[src/rtl/cnn_layer_sched_pkg.sv]
// Shared definitions for the CNN layer sequencer: default widths, FSM state
// encoding, error codes and the descriptor word layout used by the host driver.
package cnn_layer_sched_pkg;

    localparam int unsigned W_SIZE_DEF       = 10;
    localparam int unsigned W_CHANNEL_DEF    = 8;
    localparam int unsigned W_FRAME_SIZE_DEF = 16;
    localparam int unsigned N_LAYER_DEF      = 16;
    localparam int unsigned W_LAYER_DEF      = 4;
    localparam int unsigned W_TIMEOUT_DEF    = 24;
    localparam int unsigned W_DESC_DEF       = 2 * W_SIZE_DEF + 2 * W_CHANNEL_DEF;

    // Descriptor word: {channel_out, channel_in, height, width}, width in LSBs
    localparam int unsigned DescWidthLsb  = 0;
    localparam int unsigned DescHeightLsb = W_SIZE_DEF;
    localparam int unsigned DescChInLsb   = 2 * W_SIZE_DEF;
    localparam int unsigned DescChOutLsb  = 2 * W_SIZE_DEF + W_CHANNEL_DEF;

    typedef enum logic [2:0] {
        StIdle  = 3'd0,
        StLoad  = 3'd1,
        StCalc  = 3'd2,
        StRst   = 3'd3,
        StStart = 3'd4,
        StRun   = 3'd5,
        StDone  = 3'd6
    } sched_state_e;

    typedef enum logic [1:0] {
        ErrNone    = 2'b00,
        ErrDesc    = 2'b01,
        ErrTimeout = 2'b10,
        ErrAbort   = 2'b11
    } sched_err_e;

    // Build a descriptor word in the default layout
    function automatic logic [W_DESC_DEF-1:0] pack_desc(
        input logic [W_SIZE_DEF-1:0]    width,
        input logic [W_SIZE_DEF-1:0]    height,
        input logic [W_CHANNEL_DEF-1:0] ch_in,
        input logic [W_CHANNEL_DEF-1:0] ch_out
    );
        return {ch_out, ch_in, height, width};
    endfunction

endpackage

[src/rtl/cnn_layer_sched_if.sv]
// Host/controller-facing signal bundle of the layer sequencer. The master side
// is the host plus tile controller, the slave side is the sequencer itself.
interface cnn_layer_sched_if #(
    parameter int unsigned W_SIZE       = cnn_layer_sched_pkg::W_SIZE_DEF,
    parameter int unsigned W_CHANNEL    = cnn_layer_sched_pkg::W_CHANNEL_DEF,
    parameter int unsigned W_FRAME_SIZE = cnn_layer_sched_pkg::W_FRAME_SIZE_DEF,
    parameter int unsigned W_LAYER      = cnn_layer_sched_pkg::W_LAYER_DEF,
    parameter int unsigned W_TIMEOUT    = cnn_layer_sched_pkg::W_TIMEOUT_DEF
) ();

    logic                            cfg_we;
    logic [W_LAYER-1:0]              cfg_addr;
    logic [2*W_SIZE+2*W_CHANNEL-1:0] cfg_wdata;
    logic [W_LAYER:0]                i_num_layers;
    logic [W_TIMEOUT-1:0]            i_timeout;
    logic                            i_start;
    logic                            i_abort;
    logic                            i_layer_done;

    logic                            o_ctrl_rstn;
    logic [W_SIZE-1:0]               o_q_width;
    logic [W_SIZE-1:0]               o_q_height;
    logic [W_CHANNEL-1:0]            o_q_channel;
    logic [W_CHANNEL-1:0]            o_q_channel_out;
    logic [W_FRAME_SIZE-1:0]         o_q_frame_size;
    logic                            o_q_start;
    logic                            o_busy;
    logic [W_LAYER-1:0]              o_cur_layer;
    logic                            o_done;
    logic [1:0]                      o_err;

    modport master (
        output cfg_we, cfg_addr, cfg_wdata, i_num_layers, i_timeout,
               i_start, i_abort, i_layer_done,
        input  o_ctrl_rstn, o_q_width, o_q_height, o_q_channel, o_q_channel_out,
               o_q_frame_size, o_q_start, o_busy, o_cur_layer, o_done, o_err
    );

    modport slave (
        input  cfg_we, cfg_addr, cfg_wdata, i_num_layers, i_timeout,
               i_start, i_abort, i_layer_done,
        output o_ctrl_rstn, o_q_width, o_q_height, o_q_channel, o_q_channel_out,
               o_q_frame_size, o_q_start, o_busy, o_cur_layer, o_done, o_err
    );

endinterface

[src/rtl/cnn_layer_desc_rf.sv]
// Layer descriptor table: synchronous write, registered read (one cycle).
// Table contents are deliberately not reset.
module cnn_layer_desc_rf #(
    parameter int unsigned N_LAYER = 16,
    parameter int unsigned W_LAYER = 4,
    parameter int unsigned W_DESC  = 36
) (
    input  logic               clk,
    input  logic               rstn,
    input  logic               we,
    input  logic [W_LAYER-1:0] waddr,
    input  logic [W_DESC-1:0]  wdata,
    input  logic [W_LAYER-1:0] raddr,
    output logic [W_DESC-1:0]  rdata
);

    logic [W_DESC-1:0] mem [N_LAYER];
    logic [W_DESC-1:0] rdata_q;

    // Host writes into the table
    always_ff @(posedge clk) begin
        if (we) begin
            mem[waddr] <= wdata;
        end
    end

    // Registered read port
    always_ff @(posedge clk or negedge rstn) begin
        if (!rstn) begin
            rdata_q <= '0;
        end else begin
            rdata_q <= mem[raddr];
        end
    end

    assign rdata = rdata_q;

endmodule

[src/rtl/cnn_layer_sched.sv]
// Multi-layer sequencer: walks the descriptor table, configures the tile
// controller per layer, pulses its start and waits for its sticky layer-done.
module cnn_layer_sched
    import cnn_layer_sched_pkg::*;
#(
    parameter int unsigned W_SIZE       = W_SIZE_DEF,
    parameter int unsigned W_CHANNEL    = W_CHANNEL_DEF,
    parameter int unsigned W_FRAME_SIZE = W_FRAME_SIZE_DEF,
    parameter int unsigned N_LAYER      = N_LAYER_DEF,
    parameter int unsigned W_LAYER      = W_LAYER_DEF,
    parameter int unsigned W_TIMEOUT    = W_TIMEOUT_DEF
) (
    input logic              clk,
    input logic              rstn,
    cnn_layer_sched_if.slave bus
);

    localparam int unsigned W_DESC = 2 * W_SIZE + 2 * W_CHANNEL;
    localparam int unsigned W_PROD = 2 * W_SIZE + W_CHANNEL;

    sched_state_e            state_q, state_d;
    sched_err_e              err_q, err_d;
    logic [W_LAYER-1:0]      idx_q, idx_d;
    logic [W_LAYER:0]        num_q;
    logic [W_TIMEOUT-1:0]    wdog_q;
    logic                    rst_cnt_q;
    logic                    ctrl_rstn_q;
    logic [W_SIZE-1:0]       width_q, height_q;
    logic [W_CHANNEL-1:0]    ch_in_q, ch_out_q;
    logic [W_FRAME_SIZE-1:0] frame_q;

    logic [W_DESC-1:0]       rd_desc;
    logic [W_PROD-1:0]       product;
    logic [W_TIMEOUT:0]      wdog_next;
    logic                    desc_bad;
    logic                    last_layer;
    logic                    wdog_hit;

    cnn_layer_desc_rf #(
        .N_LAYER (N_LAYER),
        .W_LAYER (W_LAYER),
        .W_DESC  (W_DESC)
    ) u_desc_rf (
        .clk   (clk),
        .rstn  (rstn),
        .we    (bus.cfg_we & ~bus.o_busy),
        .waddr (bus.cfg_addr),
        .wdata (bus.cfg_wdata),
        .raddr (idx_d),
        .rdata (rd_desc)
    );

    // Frame size, descriptor sanity, last-layer and watchdog decode
    always_comb begin
        product    = W_PROD'(width_q) * W_PROD'(height_q) * W_PROD'(ch_in_q);
        desc_bad   = (width_q == '0) || (height_q == '0) || (ch_in_q == '0) ||
                     (ch_out_q == '0) || (|product[W_PROD-1:W_FRAME_SIZE]);
        // Also stop at the end of the table if more layers were requested
        last_layer = (({1'b0, idx_q} + 1'b1) >= num_q) ||
                     (idx_q == W_LAYER'(N_LAYER - 1));
        wdog_next  = {1'b0, wdog_q} + 1'b1;
        wdog_hit   = (bus.i_timeout != '0) && (wdog_next == {1'b0, bus.i_timeout});
    end

    // FSM state register
    always_ff @(posedge clk or negedge rstn) begin
        if (!rstn) begin
            state_q <= StIdle;
        end else begin
            state_q <= state_d;
        end
    end

    // FSM next state; abort overrides every transition outside idle
    always_comb begin
        state_d = state_q;
        if (state_q != StIdle && bus.i_abort) begin
            state_d = StDone;
        end else begin
            case (state_q)
                StIdle: begin
                    if (bus.i_start) begin
                        state_d = (bus.i_num_layers == '0) ? StDone : StLoad;
                    end
                end
                StLoad:  state_d = StCalc;
                StCalc:  state_d = desc_bad ? StDone : StRst;
                StRst:   state_d = rst_cnt_q ? StStart : StRst;
                StStart: state_d = StRun;
                StRun: begin
                    // Layer-done wins over a same-cycle watchdog expiry
                    if (bus.i_layer_done) begin
                        state_d = last_layer ? StDone : StLoad;
                    end else if (wdog_hit) begin
                        state_d = StDone;
                    end
                end
                StDone:  state_d = StIdle;
                default: state_d = StIdle;
            endcase
        end
    end

    // FSM outputs decoded from the current state
    always_comb begin
        bus.o_busy    = (state_q == StLoad) || (state_q == StCalc) || (state_q == StRst) ||
                        (state_q == StStart) || (state_q == StRun);
        bus.o_done    = (state_q == StDone);
        bus.o_q_start = (state_q == StStart);
    end

    // Layer index and sticky error next values
    always_comb begin
        idx_d = idx_q;
        if (state_q == StIdle && state_d == StLoad) begin
            idx_d = '0;
        end else if (state_q == StRun && state_d == StLoad) begin
            idx_d = idx_q + 1'b1;
        end

        err_d = err_q;
        if (state_q == StIdle) begin
            if (bus.i_start) begin
                err_d = ErrNone;
            end
        end else if (bus.i_abort) begin
            err_d = ErrAbort;
        end else if (state_q == StCalc && desc_bad) begin
            err_d = ErrDesc;
        end else if (state_q == StRun && !bus.i_layer_done && wdog_hit) begin
            err_d = ErrTimeout;
        end
    end

    // Datapath: config registers, counters and controller reset
    always_ff @(posedge clk or negedge rstn) begin
        if (!rstn) begin
            idx_q       <= '0;
            err_q       <= ErrNone;
            num_q       <= '0;
            wdog_q      <= '0;
            rst_cnt_q   <= 1'b0;
            ctrl_rstn_q <= 1'b0;
            width_q     <= '0;
            height_q    <= '0;
            ch_in_q     <= '0;
            ch_out_q    <= '0;
            frame_q     <= '0;
        end else begin
            idx_q       <= idx_d;
            err_q       <= err_d;
            rst_cnt_q   <= (state_q == StRst) ? ~rst_cnt_q : 1'b0;
            wdog_q      <= (state_q == StRun) ? wdog_q + 1'b1 : '0;
            // Controller is out of reset only while starting and running a layer
            ctrl_rstn_q <= (state_d == StStart) || (state_d == StRun);
            if (state_q == StIdle && bus.i_start) begin
                num_q <= bus.i_num_layers;
            end
            if (state_q == StLoad) begin
                width_q  <= rd_desc[W_SIZE-1:0];
                height_q <= rd_desc[2*W_SIZE-1:W_SIZE];
                ch_in_q  <= rd_desc[2*W_SIZE+W_CHANNEL-1:2*W_SIZE];
                ch_out_q <= rd_desc[W_DESC-1:2*W_SIZE+W_CHANNEL];
            end
            if (state_q == StCalc) begin
                frame_q <= product[W_FRAME_SIZE-1:0];
            end
        end
    end

    assign bus.o_ctrl_rstn     = ctrl_rstn_q;
    assign bus.o_q_width       = width_q;
    assign bus.o_q_height      = height_q;
    assign bus.o_q_channel     = ch_in_q;
    assign bus.o_q_channel_out = ch_out_q;
    assign bus.o_q_frame_size  = frame_q;
    assign bus.o_cur_layer     = idx_q;
    assign bus.o_err           = err_q;

endmodule
[src/flat_wrapper.sv]
// flat-port wrapper written by rule: the top's interface ports become plain ports
module cnn_layer_sched_flat import cnn_layer_sched_pkg::*;
#(
    parameter int unsigned W_SIZE       = W_SIZE_DEF,
    parameter int unsigned W_CHANNEL    = W_CHANNEL_DEF,
    parameter int unsigned W_FRAME_SIZE = W_FRAME_SIZE_DEF,
    parameter int unsigned N_LAYER      = N_LAYER_DEF,
    parameter int unsigned W_LAYER      = W_LAYER_DEF,
    parameter int unsigned W_TIMEOUT    = W_TIMEOUT_DEF
)
  (clk, rstn, bus_cfg_we, bus_cfg_addr, bus_cfg_wdata, bus_i_num_layers, bus_i_timeout, bus_i_start, bus_i_abort, bus_i_layer_done, bus_o_ctrl_rstn, bus_o_q_width, bus_o_q_height, bus_o_q_channel, bus_o_q_channel_out, bus_o_q_frame_size, bus_o_q_start, bus_o_busy, bus_o_cur_layer, bus_o_done, bus_o_err);
  cnn_layer_sched_if #(.W_SIZE(W_SIZE), .W_CHANNEL(W_CHANNEL), .W_FRAME_SIZE(W_FRAME_SIZE), .W_LAYER(W_LAYER), .W_TIMEOUT(W_TIMEOUT)) bus_i ();
  input logic clk;
  input logic rstn;
  input wire logic [$bits(bus_i.cfg_we)-1:0] bus_cfg_we;
  input wire logic [$bits(bus_i.cfg_addr)-1:0] bus_cfg_addr;
  input wire logic [$bits(bus_i.cfg_wdata)-1:0] bus_cfg_wdata;
  input wire logic [$bits(bus_i.i_num_layers)-1:0] bus_i_num_layers;
  input wire logic [$bits(bus_i.i_timeout)-1:0] bus_i_timeout;
  input wire logic [$bits(bus_i.i_start)-1:0] bus_i_start;
  input wire logic [$bits(bus_i.i_abort)-1:0] bus_i_abort;
  input wire logic [$bits(bus_i.i_layer_done)-1:0] bus_i_layer_done;
  output wire logic [$bits(bus_i.o_ctrl_rstn)-1:0] bus_o_ctrl_rstn;
  output wire logic [$bits(bus_i.o_q_width)-1:0] bus_o_q_width;
  output wire logic [$bits(bus_i.o_q_height)-1:0] bus_o_q_height;
  output wire logic [$bits(bus_i.o_q_channel)-1:0] bus_o_q_channel;
  output wire logic [$bits(bus_i.o_q_channel_out)-1:0] bus_o_q_channel_out;
  output wire logic [$bits(bus_i.o_q_frame_size)-1:0] bus_o_q_frame_size;
  output wire logic [$bits(bus_i.o_q_start)-1:0] bus_o_q_start;
  output wire logic [$bits(bus_i.o_busy)-1:0] bus_o_busy;
  output wire logic [$bits(bus_i.o_cur_layer)-1:0] bus_o_cur_layer;
  output wire logic [$bits(bus_i.o_done)-1:0] bus_o_done;
  output wire logic [$bits(bus_i.o_err)-1:0] bus_o_err;
  assign bus_i.cfg_we = bus_cfg_we;
  assign bus_i.cfg_addr = bus_cfg_addr;
  assign bus_i.cfg_wdata = bus_cfg_wdata;
  assign bus_i.i_num_layers = bus_i_num_layers;
  assign bus_i.i_timeout = bus_i_timeout;
  assign bus_i.i_start = bus_i_start;
  assign bus_i.i_abort = bus_i_abort;
  assign bus_i.i_layer_done = bus_i_layer_done;
  assign bus_o_ctrl_rstn = bus_i.o_ctrl_rstn;
  assign bus_o_q_width = bus_i.o_q_width;
  assign bus_o_q_height = bus_i.o_q_height;
  assign bus_o_q_channel = bus_i.o_q_channel;
  assign bus_o_q_channel_out = bus_i.o_q_channel_out;
  assign bus_o_q_frame_size = bus_i.o_q_frame_size;
  assign bus_o_q_start = bus_i.o_q_start;
  assign bus_o_busy = bus_i.o_busy;
  assign bus_o_cur_layer = bus_i.o_cur_layer;
  assign bus_o_done = bus_i.o_done;
  assign bus_o_err = bus_i.o_err;
  cnn_layer_sched #(.W_SIZE(W_SIZE), .W_CHANNEL(W_CHANNEL), .W_FRAME_SIZE(W_FRAME_SIZE), .N_LAYER(N_LAYER), .W_LAYER(W_LAYER), .W_TIMEOUT(W_TIMEOUT)) u_core (.clk(clk), .rstn(rstn), .bus(bus_i));
endmodule
[config.mk]
export PLATFORM = sky130hd
export DESIGN_NAME = cnn_layer_sched_flat
export DESIGN_NICKNAME = d
export VERILOG_FILES = /design/src/rtl/cnn_layer_sched_pkg.sv /design/src/rtl/cnn_layer_sched_if.sv /design/src/rtl/cnn_layer_desc_rf.sv /design/src/rtl/cnn_layer_sched.sv /design/src/flat_wrapper.sv
export SDC_FILE = /design/constraint.sdc
export NUM_CORES = 1
export LEC_CHECK = 0
export CAP_MARGIN = 20
export CORE_AREA = 2 2 290 292
export DETAILED_ROUTE_END_ITERATION = 8
export DIE_AREA = 0 0 292 294
export PLACE_DENSITY = 0.7
export SYNTH_ARGS = -nofsm -noshare
export SYNTH_HDL_FRONTEND = slang
export SYNTH_SLANG_ARGS = --single-unit
[constraint.sdc]
create_clock -name clk -period 8.7 [get_ports clk]
set_clock_uncertainty 0.1 [all_clocks]
set_input_delay 1.74 -clock clk [delete_from_list [all_inputs] [get_ports clk]]
set_output_delay 1.74 -clock clk [all_outputs]
set_load 0.03 [all_outputs]
==> metrics.md, run 1 <==
| Metric | Value |
|---|---|
| Worst r2r src | u_core.bus.o_q_height[2]$_DFFE_PN0P_ |
| Vias/cell | 5.639 |
| First-pass GRT wire length | 138.1 mm |
| Hold wc startpoint | u_core.u_desc_rf.rdata[18]$_DFF_PN0_ |
| Largest net degree at the start of global routing | 107 |
| Crit path max-delay family | adder cells |
| Hold_ws | 374.1 ps |
| EDFF count, synth | 576 |
| Syn avg cell area | 12.78 µm² |
| Multi-input gate area | 0.01555 mm² |
| Post-synthesis async set-or-reset flop share | 18.18% |
| WP buf/inv | 4 |
| Final setup violation count | 4 |
| Synth Net Count | 3239 |
| Tightest Pin Transition | 1043 ps |
| Most frequent cells after synthesis | edfxtp_1, inv_1, o21ai_0 |
| Num CTS Buffers | 73 |
| Post-CTS Hold Buffers | 0 |
| Max_cap viols | 0 |
| Row count | 106 |
| Crit. End Element | flop |
| R2r setup slk | -160 ps |
| Pins Over Slew Limit | 0 |
| GPL Wtd Cong | 0.8814 |
| DRT iter0 DRCs | 1948 |
| Hold Crit Depth | 1 |
| CTS tree | built |
| Final worst-path setup slack | -160.7 ps |
| # DRC | 0 |
| Unrepaired setup endpoints after global routing | true |
| Crit path max fanout | 8 |
| Global Route Usage Sum | 20.89% |
| Fmax achieved | 112.9 MHz |
| Synth top area share | 46.92% |
| Starting Density | 44.47% |
| Final-report hold violation count | 0 |
| Std-Cell Core Area | 0.08289 mm² |
| Routed Antenna Nets | 0 |
| Synth unique cells | 85 |
| Relative slew margins | 30.47% |
| Initial antenna violation count | 11 |
| Final WL | 90.30 mm |
| Crit-path most repeated cell | fa_1 |
| Most common flop cell mapped by yosys | edfxtp_1 |
| Vias in the first global route | 23936 |
| Sequential cell area fraction in the yosys report | 55.61% |
| Buffers added on ports | 136 |
| 1st-pass router iterations | 5 |
| Failing checks | negative setup slack |
| TNS Setup | -513.0 ps |
| Synth area leaders | edfxtp_1, fa_1, dfrtp_1, mux2i_1, ha_1 |
| Clk Latency, worst-skew pair | 630 ps |
| CTS H-Tree Depth | 3 |
| Die area | 0.08585 mm² |
| CTS clk-pin slew, worst paths | 60 ps |
| Most frequent cell after synthesis | edfxtp_1 |
| FF+latch count, synth | 704 |
| Layout Cells excl Fill | 4270 |
| Mapped Cells | 2884 |
| Worst Hold Class | flop to flop |
| WS Path Type | flop to flop |
| Core Util, Final | 52.37% |
| Area leader, netlist | edfxtp_1 |
| Clk buf depth | 3 |
| Root Driver | clkbuf_16 |
| Slowest Stage Delay on Critical Path | 530 ps |
| Crit path launch type | flop |
| Vias | 24078 |
| DR WL/cell | 21.15 µm |
| CP required | 9130 ps |
| Fin crit period | 8861 ps |
| Die Span Y | 294 µm |
| FILL cells | 6866 |
| Nets | 3485 |
| Syn. warnings | 0 |
| Final period utilization | 101.8% |
| Synthesized area | 0.03686 mm² |
| Clock Sinks | 704 |
| Critical Path AT | 9290 ps |
| Num ports | 137 |
| Share of cells above drive strength 1 | 15.22% |
| DP Wirelength | 54.70 mm |
| Area Growth Syn to Fin | 17.77% |
| Reg area | 0.02052 mm² |
| Die X | 292 µm |
| Overflow after GRT | 0 |
| Status | complete, but fails checks |
| Worst Reg-to-Reg Cells | 30 |
| Placed Instances | 4105 |
| Worst R2R End | u_core.state_q[0]$_DFF_PN0_ |
| CP max stage cell | fa_1 |
| Worst Hold Path EP | u_core.bus.o_q_height[8]$_DFFE_PN0P_ |
[repair_timing]
| action | CTS | global route |
|---|---|---|
| gates cloned | 0 | 0 |
| gates resized for setup | 46 | 44 |
| pin swaps | 53 | 58 |
| endpoints found under the setup margin | 4 | 4 |
| setup buffers | 22 | 8 |
[stage by stage]
stage                     instance area [µm²]  setup slack, ps
after floorplan                         37160           -84.78
after global placement                  40500           -316.6
after detailed placement                40500           -481.0
after CTS                               43140           -227.5
after global routing                    43410           -469.7
final                                   43410           -160.7
[worst max path at each step]
stage | from | to | slack [ps] | depth (start not counted)
finish | u_core.bus.o_q_height[2]$_DFFE_PN0P_ | u_core.state_q[0]$_DFF_PN0_ | -160 | 30
global route | u_core.bus.o_q_height[4]$_DFFE_PN0P_ | u_core.state_q[2]$_DFF_PN0_ | -470 | 32
CTS | u_core.bus.o_q_height[1]$_DFFE_PN0P_ | u_core.state_q[2]$_DFF_PN0_ | -230 | 31
detailed placement | u_core.bus.o_q_height[1]$_DFFE_PN0P_ | u_core.state_q[2]$_DFF_PN0_ | -480 | 29
global placement | u_core.bus.o_q_width[8]$_DFFE_PN0P_ | u_core.state_q[2]$_DFF_PN0_ | -320 | 33
floorplan | u_core.bus.o_q_width[8]$_DFFE_PN0P_ | u_core.state_q[2]$_DFF_PN0_ | -80 | 30
[layer usage]
metal,vias to the layer above,wire [µm],global-route usage [%]
met5,-,46,0
met4,8,2366,6.525
met3,170,5862,3.520
met2,818,45660,36.48
met1,12106,36370,26.60
li1,10976,-,-
[cell type report]
class | count | area share, %
sequential | 704 | 47.27
multi-input combinational | 1800 | 35.82
timing repair buffer | 333 | 6.626
clock buffer | 89 | 4.346
tap | 1080 | 3.113
inverter | 218 | 1.891
clock inverter | 43 | 0.9136
antenna | 3 | 0.01729
[worst register-to-register path: cells and delay by family (launching register included)]
kind / cells / cell delay, ps
flip-flops: 1 / 460
buffers and inverters: 4 / 300
AND/OR/NAND/NOR: 7 / 1370
adder cells (fa/ha/maj): 11 / 4910
XOR/XNOR: 2 / 440
AO/OA/AOI/OAI: 6 / 1200
[placed cells by master (no fill, tap or decap), types with 16 or more instances in the layout]
cell type,instances
a21oi_1,98
a22o_1,73
and2_1,119
and3_1,18
buf_4,190
clkbuf_1,16
clkbuf_16,73
clkdlybuf4s50_1,135
clkinv_1,18
dfrtp_1,111
dfrtp_2,17
edfxtp_1,576
fa_1,163
ha_1,92
ha_4,17
inv_1,207
mux2_2,45
mux2i_1,147
nand2_1,165
nand3_1,119
nand4_1,57
nor2_1,60
nor2b_1,22
nor3_1,22
nor4_1,20
o21ai_0,183
o22a_1,72
xnor2_1,31
xor2_1,22
[cell families (layout without fill, tap and decap cells)]
logic type	Yosys count	after routing	share of synthesized area, %
mux	192	192	5.366
buf+inv	380	683	4.202
simple gates	714	714	10.27
fa+ha+maj	280	280	12.97
flops	704	704	55.61
compound gates	548	548	9.741
other cells	0	3	0
xor+xnor	66	66	1.840
[registers in the layout, indices dropped and copies added, names as in the netlist]
signal	count
u_core.bus.o_ctrl_rstn	1
u_core.bus.o_cur_layer	4
u_core.bus.o_err	2
u_core.bus.o_q_channel	8
u_core.bus.o_q_channel_out	8
u_core.bus.o_q_frame_size	16
u_core.bus.o_q_height	10
u_core.bus.o_q_width	10
u_core.num_q	5
u_core.rst_cnt_q	1
u_core.state_q	3
u_core.u_desc_rf.mem	576
u_core.u_desc_rf.rdata	36
u_core.wdog_q	24
Power of run 1 is not shown: default switching activity piles up to over one toggle a cycle in this logic, so the estimate is an artifact.
==> inputs of run 2 (changes only) <==
--- a/config.mk
+++ b/config.mk
@@ -6,10 +6,11 @@
 export NUM_CORES = 1
 export LEC_CHECK = 0
 export CAP_MARGIN = 20
-export CORE_AREA = 2 2 290 292
+export CORE_AREA = 2 2 262 264
+export CTS_BUF_LIST = sky130_fd_sc_hd__clkbuf_2 sky130_fd_sc_hd__clkbuf_4 sky130_fd_sc_hd__clkbuf_8
 export DETAILED_ROUTE_END_ITERATION = 8
-export DIE_AREA = 0 0 292 294
-export PLACE_DENSITY = 0.7
+export DIE_AREA = 0 0 264 266
+export PLACE_DENSITY = 0.82
 export SYNTH_ARGS = -nofsm -noshare
 export SYNTH_HDL_FRONTEND = slang
 export SYNTH_SLANG_ARGS = --single-unit
==> run 2 against run 1 <==
The run still ends with negative setup slack left. Non-clock buffer count is 20 higher. Via count is 3.9% higher. Flip-flop and latch count stayed put.
==> metrics.md, run 2 (synthesis gave the netlist of run 1 again) <==
| Metric | Value |
|---|---|
| Status | complete, but fails checks (unchanged) |
| Failing checks | negative setup slack (unchanged) |
| Slowest Stage Delay on Critical Path | 570 ps (was 530 ps) |
| Vias/cell | 6.032 (was 5.639) |
| CTS clk-pin slew, worst paths | 60 ps (about the same) |
| Worst R2R End | u_core.bus.o_err[1]$_DFFE_PN0P_ (was u_core.state_q[0]$_DFF_PN0_) |
| TNS Setup | -1787 ps (was -513.0 ps) |
| Row count | 96 (was 106) |
| Vias in the first global route | 25987 (was 23936) |
| Critical Path AT | 9710 ps (was 9290 ps) |
| GRT busiest layer | met2 (unchanged) |
| Std-Cell Core Area | 0.06775 mm² (was 0.08289 mm²) |
| Die X | 264 µm (was 292 µm) |
| Crit-path most repeated cell | fa_1 (unchanged) |
| DR WL/cell | 22.36 µm (was 21.15 µm) |
| Die area | 0.07022 mm² (was 0.08585 mm²) |
| Fin crit period | 9197 ps (was 8861 ps) |
| Overflow after GRT | 0 (unchanged) |
| Pins Over Slew Limit | 0 (unchanged) |
| Worst Hold Path EP | u_core.bus.o_q_channel[5]$_DFFE_PN0P_ (was u_core.bus.o_q_height[8]$_DFFE_PN0P_) |
| Fmax achieved | 108.7 MHz (was 112.9 MHz) |
| Worst r2r src | u_core.bus.o_q_height[1]$_DFFE_PN0P_ (was u_core.bus.o_q_height[2]$_DFFE_PN0P_) |
| GPL Wtd Cong | 0.9221 (was 0.8814) |
| Relative slew margins | 30.64% (was 30.47%) |
| Worst Hold Class | flop to flop (unchanged) |
| Multi-input gate area | 0.01554 mm² (was 0.01555 mm²) |
| CTS H-Tree Depth | 3 (unchanged) |
| Max_cap viols | 0 (unchanged) |
| DP Wirelength | 55.86 mm (was 54.70 mm) |
| Post-CTS Hold Buffers | 0 (unchanged) |
| Crit path max fanout | 6 (was 8) |
| Global Route Usage Sum | 26.30% (was 20.89%) |
| Unrepaired setup endpoints after global routing | true (unchanged) |
| Final period utilization | 105.7% (was 101.8%) |
| First-pass GRT wire length | 143.1 mm (was 138.1 mm) |
| Placed Instance Area | 0.04040 mm² (was 0.04050 mm²) |
| CP required | 9220 ps (was 9130 ps) |
| 1st-pass router iterations | 5 (unchanged) |
| Hold wc startpoint | u_core.u_desc_rf.rdata[25]$_DFF_PN0_ (was u_core.u_desc_rf.rdata[18]$_DFF_PN0_) |
| Crit. End Element | flop (unchanged) |
| Vias | 25028 (was 24078) |
| DRT iter0 DRCs | 2655 (was 1948) |
| Tightest Pin Transition | 1040 ps (was 1043 ps) |
| Finished layout cell area | 0.04320 mm² (was 0.04341 mm²) |
| Final worst-path setup slack | -496.6 ps (was -160.7 ps) |
| Met2 Usage GRT | 45.68% (was 36.48%) |
| WS Path Type | flop to flop (unchanged) |
| Placed Instances | 3924 (was 4105) |
| Final WL | 92.79 mm (was 90.30 mm) |
| Area Growth Syn to Fin | 17.18% (was 17.77%) |
| Final setup violation count | 4 (unchanged) |
| Worst slack at placement | -572.4 ps (was -481.0 ps) |
| Initial antenna violation count | 10 (was 11) |
| Crit path launch type | flop (unchanged) |
| Starting Density | 54.41% (was 44.47%) |
| Clock Sinks | 704 (unchanged) |
| R2r setup slk | -500 ps (was -160 ps) |
| Largest net degree at the start of global routing | 76 (was 107) |
| Clk buf depth | 3 (unchanged) |
| Flip-flop count of the largest register after layout | 576 (unchanged) |
| Num ports | 137 (unchanged) |
| Worst Reg-to-Reg Cells | 32 (was 30) |
| GRT met3 Usage | 4.519% (was 3.520%) |
| Largest Register | u_core.u_desc_rf.mem (unchanged) |
| Layout Cells excl Fill | 4149 (was 4270) |
| Final-report hold violation count | 0 (unchanged) |
| Root Driver | clkbuf_8 (was clkbuf_16) |
| Reg area | 0.02052 mm² (about the same) |
| Clk Latency, worst-skew pair | 730 ps (was 630 ps) |
| Most frequent cells in the layout | edfxtp_1, inv_1, buf_4 (unchanged) |
| Share of cells above drive strength 1 | 17.35% (was 15.22%) |
| Num CTS Buffers | 107 (was 73) |
| Met1 Usage GRT | 32.50% (was 26.60%) |
| CTS tree | built (unchanged) |
| Die Span Y | 266 µm (was 294 µm) |
| Nets | 3539 (was 3485) |
| # DRC | 0 (unchanged) |
| Buffers added on ports | 136 (unchanged) |
| CP max stage cell | fa_1 (unchanged) |
| Routed Antenna Nets | 0 (unchanged) |
| Leading cell type in the layout, fill and taps excluded | edfxtp_1 (unchanged) |
| Hold Crit Depth | 1 (unchanged) |
| FILL cells | 4826 (was 6866) |
==> run 2: cell count changes in the layout (fill, tap and decap cells not counted), sizes merged <==
cell and change:
clkinvlp -1, bufinv +3, buf +20, clkbuf +51, inv +2, diode +2
==> run 2: critical path: cells and delay by family (launching register included) <==
kind | cells | cell delay (ps)
adders and majority gates | 11 | 4930
xor gates and xnor gates | 1 | 160
and+or+nand+nor | 7 | 1600
AOI/OAI and AO/OA | 7 | 1170
DFF | 1 | 440
buffers and inverters | 6 | 700
==> run 2: repair_timing <==
action,4_1_cts,5_1_grt
setup endpoints to repair,4,4
setup buffers,25,10
pin swaps,35,38
cloned,0,0
resized for setup,58,29
==> run 2: final cells by class <==
class / count / share of cell area, %
repair buffers: 353 / 7.088
multi-input cells: 1800 / 35.99
clock buffers: 140 / 4.026
clock inverters: 47 / 0.9182
flip-flops and latches: 704 / 47.50
well taps: 882 / 2.555
inverters: 218 / 1.894
diodes: 5 / 0.02897
==> run 2: worst max path at each step <==
stage / startpoint / endpoint / slack (ps) / depth (start not counted)
floorplan: u_core.bus.o_q_width[8]$_DFFE_PN0P_ / u_core.state_q[2]$_DFF_PN0_ / -80 / 30
global placement: u_core.bus.o_q_height[1]$_DFFE_PN0P_ / u_core.state_q[2]$_DFF_PN0_ / -280 / 29
detailed placement: u_core.bus.o_q_width[4]$_DFFE_PN0P_ / u_core.state_q[0]$_DFF_PN0_ / -570 / 33
CTS: u_core.bus.o_q_height[1]$_DFFE_PN0P_ / u_core.state_q[0]$_DFF_PN0_ / -240 / 30
global route: u_core.bus.o_q_height[1]$_DFFE_PN0P_ / u_core.bus.o_err[1]$_DFFE_PN0P_ / -740 / 37
finish: u_core.bus.o_q_height[1]$_DFFE_PN0P_ / u_core.bus.o_err[1]$_DFFE_PN0P_ / -500 / 32
==> run 2: stage by stage <==
stage	hold slack [ps]	util [%]
floorplan	338.2	-
global placement	357.3	59.63
detailed placement	362.4	59.63
CTS	350.6	63.45
global route	367.6	63.76
finish	355.8	63.76
==> run 2: routing by layer <==
metal	up-vias	share of wire [%]
li1	11100	-
met1	12472	37
met2	1204	51
met3	246	7.9
met4	6	3.5
met5	-	0.040
Power of run 2 is left out for the same reason.
